`config.mk`:
```
export PLATFORM = sky130hd
export DESIGN_NAME = accumulator_unit_flat
export DESIGN_NICKNAME = d
export VERILOG_FILES = /design/src/rtl/accumulator_unit_pkg.sv /design/src/rtl/accumulator_unit_if.sv /design/src/rtl/accumulator_unit_addsub.sv /design/src/rtl/accumulator_unit.sv /design/src/flat_wrapper.sv
export SDC_FILE = /design/constraint.sdc
export NUM_CORES = 1
export LEC_CHECK = 0
export ABC_AREA = 0
export BUFFER_PORTS_ARGS = -buffer_cell sky130_fd_sc_hd__buf_2
export CAP_MARGIN = 20
export CELL_PAD_IN_SITES_DETAIL_PLACEMENT = 2
export CELL_PAD_IN_SITES_GLOBAL_PLACEMENT = 2
export CORE_ASPECT_RATIO = 0.9
export CORE_MARGIN = 4
export CORE_UTILIZATION = 31
export CTS_BUF_LIST = sky130_fd_sc_hd__clkbuf_16
export CTS_CLUSTER_SIZE = 40
export DETAILED_ROUTE_END_ITERATION = 10
export PLACE_DENSITY = 0.76
export SETUP_SLACK_MARGIN = 0.02
export SLEW_MARGIN = 20
export SYNTH_ARGS = -nofsm -noshare
export SYNTH_HDL_FRONTEND = slang
export SYNTH_SLANG_ARGS = --single-unit
```
`constraint.sdc`:
```
create_clock -name Clock -period 3.4 [get_ports Clock]
set_input_delay 0.34 -clock Clock [delete_from_list [all_inputs] [get_ports Clock]]
set_output_delay 0.34 -clock Clock [all_outputs]
set_load 0.05 [all_outputs]
```
`src/rtl/accumulator_unit_pkg.sv`:
```
// Shared types for the accumulator stage: op codes, FSM encoding and the flag bundle.
package accumulator_unit_pkg;

    localparam int unsigned OP_W    = 2;
    localparam int unsigned STATE_W = 2;

    typedef enum logic [OP_W-1:0] {
        OP_LOAD = 2'b00,
        OP_ADD  = 2'b01,
        OP_SUB  = 2'b10,
        OP_ADC  = 2'b11
    } op_e;

    // 2'b11 is unused and recovers to ST_IDLE
    typedef enum logic [STATE_W-1:0] {
        ST_IDLE   = 2'b00,
        ST_EXEC   = 2'b01,
        ST_RESULT = 2'b10
    } state_e;

    typedef struct packed {
        logic carry;
        logic ovf;
        logic neg;
        logic zero;
        logic sticky;
    } flags_t;

    localparam flags_t FLAGS_RESET = '{carry: 1'b0, ovf: 1'b0, neg: 1'b0, zero: 1'b1, sticky: 1'b0};

endpackage

```
`src/rtl/accumulator_unit_if.sv`:
```
// Command and result handshake bundle; master is the command source/result consumer.
interface accumulator_unit_if
    import accumulator_unit_pkg::*;
#(
    parameter int unsigned n = 8
);
    logic         in_valid;
    logic         in_ready;
    op_e          op;
    logic [n-1:0] D;
    logic         out_valid;
    logic         out_ready;
    logic [n-1:0] A;
    logic         C;
    logic         V;
    logic         N;
    logic         Z;
    logic         VS;

    modport master (
        output in_valid, op, D, out_ready,
        input  in_ready, out_valid, A, C, V, N, Z, VS
    );

    modport slave (
        input  in_valid, op, D, out_ready,
        output in_ready, out_valid, A, C, V, N, Z, VS
    );
endinterface

```
`src/rtl/accumulator_unit_addsub.sv`:
```
// Combinational n-bit adder/subtractor with carry-out and signed overflow.
module adder_subtractor #(
    parameter int unsigned n = 8
) (
    input  logic [n-1:0] X,
    input  logic [n-1:0] Y,
    input  logic         carryin,
    input  logic         SUB,
    output logic [n-1:0] S,
    output logic         carryout,
    output logic         v
);
    logic [n-1:0] y_eff;
    logic         cin_eff;
    logic [n-1:0] low_sum;
    logic [n:0]   full_sum;

    // SUB inverts Y and forces the +1; overflow is carry-into-MSB xor carry-out
    always_comb begin
        y_eff    = Y ^ {n{SUB}};
        cin_eff  = carryin | SUB;
        low_sum  = {1'b0, X[n-2:0]} + {1'b0, y_eff[n-2:0]} + n'(cin_eff);
        full_sum = {1'b0, X} + {1'b0, y_eff} + (n+1)'(cin_eff);
        S        = full_sum[n-1:0];
        carryout = full_sum[n];
        v        = low_sum[n-1] ^ full_sum[n];
    end
endmodule

```
`src/rtl/accumulator_unit.sv`:
```
// Accumulator stage: accepts one command, runs it through the adder, holds the result until taken.
module accumulator_unit
    import accumulator_unit_pkg::*;
#(
    parameter int unsigned n = 8
) (
    input logic              Clock,
    input logic              Reset,
    accumulator_unit_if.slave bus
);
    state_e       state_q, state_d;
    logic [n-1:0] a_q, a_d;
    logic [n-1:0] d_r_q, d_r_d;
    op_e          op_r_q, op_r_d;
    flags_t       flags_q, flags_d;
    logic         in_ready_q, in_ready_d;
    logic         out_valid_q, out_valid_d;

    logic [n-1:0] add_y;
    logic         add_cin;
    logic [n-1:0] add_s;
    logic         add_cout;
    logic         add_v;

    // Operand conditioning: subtraction is X + ~Y + 1, ADC feeds back the carry flag
    always_comb begin
        add_y   = (op_r_q == OP_SUB) ? ~d_r_q : d_r_q;
        add_cin = 1'b0;
        case (op_r_q)
            OP_SUB:  add_cin = 1'b1;
            OP_ADC:  add_cin = flags_q.carry;
            default: add_cin = 1'b0;
        endcase
    end

    adder_subtractor #(.n(n)) u_addsub (
        .X        (a_q),
        .Y        (add_y),
        .carryin  (add_cin),
        .SUB      (1'b0),
        .S        (add_s),
        .carryout (add_cout),
        .v        (add_v)
    );

    // Next-state, register-bank update and handshake decode
    always_comb begin
        state_d = state_q;
        a_d     = a_q;
        d_r_d   = d_r_q;
        op_r_d  = op_r_q;
        flags_d = flags_q;
        case (state_q)
            ST_IDLE: begin
                if (bus.in_valid) begin
                    op_r_d  = bus.op;
                    d_r_d   = bus.D;
                    state_d = ST_EXEC;
                end
            end
            ST_EXEC: begin
                if (op_r_q == OP_LOAD) begin
                    a_d            = d_r_q;
                    flags_d.carry  = 1'b0;
                    flags_d.ovf    = 1'b0;
                    flags_d.sticky = 1'b0;
                end else begin
                    a_d            = add_s;
                    flags_d.carry  = add_cout;
                    flags_d.ovf    = add_v;
                    flags_d.sticky = flags_q.sticky | add_v;
                end
                flags_d.neg  = a_d[n-1];
                flags_d.zero = (a_d == '0);
                state_d      = ST_RESULT;
            end
            ST_RESULT: begin
                if (bus.out_ready) begin
                    state_d = ST_IDLE;
                end
            end
            default: state_d = ST_IDLE;
        endcase
        in_ready_d  = (state_d == ST_IDLE);
        out_valid_d = (state_d == ST_RESULT);
    end

    // State and register bank, synchronous reset
    always_ff @(posedge Clock) begin
        if (Reset) begin
            state_q     <= ST_IDLE;
            a_q         <= '0;
            d_r_q       <= '0;
            op_r_q      <= OP_LOAD;
            flags_q     <= FLAGS_RESET;
            in_ready_q  <= 1'b1;
            out_valid_q <= 1'b0;
        end else begin
            state_q     <= state_d;
            a_q         <= a_d;
            d_r_q       <= d_r_d;
            op_r_q      <= op_r_d;
            flags_q     <= flags_d;
            in_ready_q  <= in_ready_d;
            out_valid_q <= out_valid_d;
        end
    end

    assign bus.in_ready  = in_ready_q;
    assign bus.out_valid = out_valid_q;
    assign bus.A         = a_q;
    assign bus.C         = flags_q.carry;
    assign bus.V         = flags_q.ovf;
    assign bus.N         = flags_q.neg;
    assign bus.Z         = flags_q.zero;
    assign bus.VS        = flags_q.sticky;
endmodule

```
`src/flat_wrapper.sv`:
```
// flat-port wrapper written by rule: the top's interface ports become plain ports
module accumulator_unit_flat import accumulator_unit_pkg::*;
#(
    parameter int unsigned n = 8
)
  (Clock, Reset, bus_in_valid, bus_op, bus_D, bus_out_ready, bus_in_ready, bus_out_valid, bus_A, bus_C, bus_V, bus_N, bus_Z, bus_VS);
  accumulator_unit_if #(.n(n)) bus_i ();
  input logic Clock;
  input logic Reset;
  input wire logic [$bits(bus_i.in_valid)-1:0] bus_in_valid;
  input wire logic [$bits(bus_i.op)-1:0] bus_op;
  input wire logic [$bits(bus_i.D)-1:0] bus_D;
  input wire logic [$bits(bus_i.out_ready)-1:0] bus_out_ready;
  output wire logic [$bits(bus_i.in_ready)-1:0] bus_in_ready;
  output wire logic [$bits(bus_i.out_valid)-1:0] bus_out_valid;
  output wire logic [$bits(bus_i.A)-1:0] bus_A;
  output wire logic [$bits(bus_i.C)-1:0] bus_C;
  output wire logic [$bits(bus_i.V)-1:0] bus_V;
  output wire logic [$bits(bus_i.N)-1:0] bus_N;
  output wire logic [$bits(bus_i.Z)-1:0] bus_Z;
  output wire logic [$bits(bus_i.VS)-1:0] bus_VS;
  assign bus_i.in_valid = bus_in_valid;
  assign bus_i.op = bus_op;
  assign bus_i.D = bus_D;
  assign bus_i.out_ready = bus_out_ready;
  assign bus_in_ready = bus_i.in_ready;
  assign bus_out_valid = bus_i.out_valid;
  assign bus_A = bus_i.A;
  assign bus_C = bus_i.C;
  assign bus_V = bus_i.V;
  assign bus_N = bus_i.N;
  assign bus_Z = bus_i.Z;
  assign bus_VS = bus_i.VS;
  accumulator_unit #(.n(n)) u_core (.Clock(Clock), .Reset(Reset), .bus(bus_i));
endmodule
```
==> After elaboration in Yosys (flattened, before gate mapping) <==
Index checks and enable logic that the tools add are counted.
{ "word_totals": {"regBits": 27} }
{ "op_classes": {"addsub": 4, "eq_ne": 5, "n_mux": 9, "n_bitwise": 3, "n_reduce_logical": 5} }
{ "op_table": {"columns": ["cell", "count"], "rows": [
  ["8-bit 2-to-1 mux", 3],
  ["8-bit by 8-bit adder with 9-bit output", 1],
  ["9-bit by 1-bit adder with 9-bit output", 1],
  ["7-bit by 7-bit adder with 8-bit output", 1],
  ["8-bit by 1-bit adder with 8-bit output", 1],
  ["2-bit == test, second input constant", 4],
  ["8-bit zero test", 1],
  ["8-bit inverter", 1],
  ["2-bit zero test", 3],
  ["2-bit 2-to-1 mux", 3],
  ["2-bit case mux with 3 select lines", 1],
  ["2-bit by 1-bit == test with 1-bit output, second input constant", 1],
  ["1-bit case mux with 2 select lines", 1],
  ["2-bit AND reduction", 1],
  ["1-bit 2-to-1 mux", 1],
  ["1-bit OR", 1],
  ["1-bit bitwise XOR", 1]
]} }

==> Logic depth before layout (Yosys ltp) <==
{ "depth": {"word_depth": 7, "mapped_depth": 11} }

==> Hierarchy <==
From an unflattened synthesis, not the netlist that was laid out.
{ "unflattened": {"hier_cells": 178, "area_unflattened_um2": 1671.6} }
{ "by_module_without_submodules": {"columns": ["module", "instances", "cells_each", "area_each_um2"], "rows": [
  ["accumulator_unit", 1, 127, 1248.7],
  ["adder_subtractor", 1, 51, 422.9]
]} }

==> Worst setup path after synthesis <==
OpenSTA, ideal clock, no wires.
{ "synth_timing": {"kind": "flip-flop to flip-flop", "from": "reg u_core.op_r_q[0]", "to": "reg u_core.flags_q, in the netlist u_core.bus.VS", "setup_ns": 0.079, "arrival_time_ns": 2.869, "slack_ns": 0.451, "stages_incl_launch_ff": 12, "path_buffers": 1, "synth_period_minus_slack_ns": 2.949, "cell_sequence": "dfxtp_1 -> nand2b_1 -> clkbuf_1 -> xnor2_1 -> fa_1 -> fa_1 -> a211oi_2 -> o31ai_2 -> a31o_1 -> xnor2_1 -> a21oi_1 -> a211oi_2"} }
{ "synth_between": {"elab_chain_cells": 7} }
{ "synth_lines": {"columns": ["element", "line_no", "text"], "rows": [
  ["from (decl)", "accumulator_unit.sv:14", "op_e op_r_q, op_r_d;"],
  ["from (signal assigned)", "accumulator_unit.sv:102", "op_r_q <= op_r_d;"],
  ["2-bit == test", "accumulator_unit.sv:27, accumulator_unit.sv:29", null],
  ["8-bit 2-to-1 mux", "accumulator_unit.sv:27", "add_y = (op_r_q == OP_SUB) ? ~d_r_q : d_r_q;"],
  ["8-bit by 8-bit adder with 9-bit output / 7-bit by 7-bit adder with 8-bit output (equally long branches)", "accumulator_unit_addsub.sv:23, accumulator_unit_addsub.sv:22", null],
  ["9-bit by 1-bit adder with 9-bit output / 8-bit by 1-bit adder with 8-bit output (equally long branches)", "accumulator_unit_addsub.sv:23, accumulator_unit_addsub.sv:22", null],
  ["1-bit bitwise XOR", "accumulator_unit_addsub.sv:26", "v = low_sum[n-1] ^ full_sum[n];"],
  ["1-bit OR", "accumulator_unit.sv:71", "flags_d.sticky = flags_q.sticky | add_v;"],
  ["1-bit 2-to-1 mux *", "accumulator_unit.sv:62", "if (op_r_q == OP_LOAD) begin"],
  ["to (signal assigned)", "accumulator_unit.sv:103", "flags_q <= flags_d;"],
  ["to (decl)", "accumulator_unit.sv:15", "flags_t flags_q, flags_d;"]
]} }
Every way passes the cells marked *; elsewhere a longest branch is shown, timed or not.
A chain may end at the register's enable or synchronous reset.

==> Worst setup path in the final report <==
Ends and elaborated chain as after synthesis.

==> flow_summary.json <==
{
  "status": "finished clean",
  "die_y_um": 72.04,
  "post-route-period-util_pct": 88.49,
  "comb_power_share_pct": 26.0,
  "switching_share_pct": 33.50,
  "synth_edf_count": 0,
  "rsz0062_at_grt": "no",
  "syn_inst": 171,
  "track_usage_pct": 17.42,
  "cts_resized": 0,
  "hold_start": "bus_D[3]",
  "layout_setup_ws_ps": 391.4,
  "die_w_um": 79.16,
  "path_cells": "nand2b_1 -> xnor2_1 -> fa_1 -> fa_1 -> a211oi_2 -> o31ai_2 -> a31o_1 -> xnor2_1 -> a21oi_1 -> a211oi_2",
  "vias_per_cell": 5.121,
  "grt_pass1_vias": 1496,
  "path_clk_slew_ps": 70,
  "report.final.setup_viol": 0,
  "max_freq_mhz": 332.4,
  "peakVddDrop_mv": 0.1949,
  "worst-endpoint-required_ps": 3590,
  "crit_path_max_fanout": 5,
  "cap_violations": 0,
  "hold_depth": 3,
  "ioPinCount": 29,
  "finalCriticalPeriod_ps": 3009,
  "synthTopCellsByCount": "nand2_1, dfxtp_1, a21oi_1",
  "synth_most_common_cell": "nand2_1",
  "port_buffers": 28,
  "grt_pass1_wl_mm": 7.590,
  "power_mw": 0.8284,
  "core-area_mm2": 0.004432,
  "die-area_mm2": 0.005702,
  "drc_errors": 0,
  "timing.rr.start": "u_core.op_r_q[0]",
  "synthArstFlopShare_pct": 0,
  "initial_core_util_pct": 31.87,
  "ys_types": 39,
  "final_core_util_pct": 37.86,
  "drt_iter0_markers": 63,
  "num_vias": 1316,
  "pre_cts_slack_ps": 443.7,
  "syn_avg_cell_area_um2": 8.261,
  "area.growth.synth_to_final_pct": 18.78,
  "rr_worst_depth": 10,
  "relSlewSlack_pct": 49.36,
  "fin_setup_tns_ps": 0,
  "cts_made_buffers": 3,
  "hold_ws_ps": 306.9,
  "synth_top_area_share_pct": 36.85,
  "antenna_found_initial": 0,
  "cts_sinks": 26,
  "place_congestion": 0.8630,
  "syn_area_mm2": 0.001413,
  "routed_wl_mm": 4.615,
  "yosysTopAreaCell": "dfxtp_1",
  "reg2reg_to": "u_core.bus.VS",
  "cp-endpoint": "u_core.bus.VS",
  "htree_levels": 1,
  "dp_hpwl_mm": 3.497,
  "p_per_area_mw_per_mm2": 493.7,
  "synth-seq-cells": 26,
  "cts_tree": "done",
  "hold_violations": 0,
  "clock-root-buffer": "clkbuf_16",
  "antenna_cells": 0,
  "rows": 23,
  "clockBufferDepth": 2,
  "first_pass_iters": 4,
  "slowest_stage": "fa_1",
  "clkPwrFrac_pct": 32.7,
  "wl_per_cell_um": 17.96,
  "end_kind": "register",
  "critPathArrivalTime_ps": 3190,
  "p_leak_nw": 0.7232,
  "tightestPinTransition_ps": 756.8,
  "cp_slowest_stage_delay_ps": 460,
  "overflow": 0,
  "yosys-top-cells-area": "dfxtp_1, nand2_1, a21oi_1",
  "synth_top_flop_cell": "dfxtp_1",
  "final_max_slew_viol_count": 0,
  "crit_type": "register to register",
  "drive_above_1_share_pct": 18.97,
  "power.share.sequential_pct": 41.3,
  "synth_fp_nets": 194,
  "antenna_left": 0,
  "startpoint": "u_core.op_r_q[0]",
  "seq_area_frac_synth_pct": 36.85,
  "clk_latency_ps": 270,
  "nNetsFinal": 219,
  "yosysWarnings": 0,
  "start_kind": "register",
  "r2r_slack_ps": 390,
  "hold_buffers": 0,
  "fin_skew_ps": 3.714,
  "hp-class": "input pin to register",
  "grt_max_degree": 25,
  "p_int_mw": 0.5509,
  "power.net_switching_mw": 0.2775,
  "postCtsSetupRepairBufs": 0
}
-- routing by layer --
metal / global-route usage [%] / wire, µm
met2: 31.21 / 2329
met1: 20.87 / 2029
met3: 2.978 / 170
met5: 0 / 0
met4: 6.489 / 86
-- power groups by stage --
stage / Combinational, mW / Clock (mW) / Sequential [mW]
6_report: 0.215 / 0.271 / 0.342
5_1_grt: 0.234 / 0.289 / 0.344
4_1_cts: 0.216 / 0.277 / 0.342
3_5_place_dp: 0.212 / 0 / 0.349
3_3_place_gp: 0.202 / 0 / 0.347
2_1_floorplan: 0.126 / 0 / 0.375
-- area by class of cell --
type	instances	area (µm²)
flip-flops and latches	26	520.5
inverters	2	7.507
clock inverters	1	3.754
fillers	538	2754
well taps	62	77.57
multi-input cells	134	845.8
clock buffers	3	75.07
repair buffers	29	147.6
-- sequential cells by signal, summed over array words and instances (netlist names) --
| name | count |
|---|---|
| u_core.op_r_q | 2 |
| u_core.bus.in_ready | 1 |
| u_core.bus.VS | 1 |
| u_core.state_q | 2 |
| u_core.d_r_q | 8 |
| u_core.bus.Z | 1 |
| u_core.bus.out_valid | 1 |
| u_core.bus.A | 8 |
| u_core.bus.V | 1 |
| u_core.bus.C | 1 |
-- worst max-delay path: cells and delay by family (launching register included) --
family	cells	cell delay, ps
and+or+nand+nor	1	180
DFF	1	340
xor gates and xnor gates	2	400
adders and majority gates	2	920
AOI/OAI and AO/OA	5	1090
-- cells by family (layout without fill, tap and decap cells) --
logic type,count (synthesis),in the layout,share of synthesized area (%)
and+or+nand+nor,62,62,18.96
AOI/OAI and AO/OA,48,48,22.59
DFF,26,26,36.85
xor gates and xnor gates,15,15,9.300
buffers and inverters,11,35,3.278
adders and majority gates,9,9,9.034
-- layout by cell type (no fill, tap or decap), drive strengths merged, types with 2 or more instances in the layout --
cell type  Yosys  final
xnor2         11     11
ha             7      7
a211oi         2      2
a22oi          2      2
nor4           2      2
dfxtp         26     26
o21ai          3      3
a21o           2      2
nand3          2      2
nand2b         2      2
a21oi         26     26
clkbuf         7      3
xor2           4      4
nand2         36     36
inv            2      2
buf            2     29
fa             2      2
a311oi         3      3
nor2          14     14
-- metrics by stage --
step / cells / instance area (µm²)
2_1_floorplan: 171 / 1413
3_3_place_gp: 253 / 1599
3_5_place_dp: 253 / 1599
4_1_cts: 257 / 1678
5_1_grt: 257 / 1678
6_report: 257 / 1678
-- how the worst min path moves through the flow --
stage | endpoint | slack [ps]
after CTS | u_core.d_r_q[3] | 310
after global placement | u_core.bus.A[3] | 470
after global routing | u_core.d_r_q[0] | 320
after detailed placement | u_core.bus.A[2] | 470
after floorplan | u_core.state_q[1] | 420
final | u_core.d_r_q[3] | 310
No activity file was read; power rests on OpenSTA's default activity.
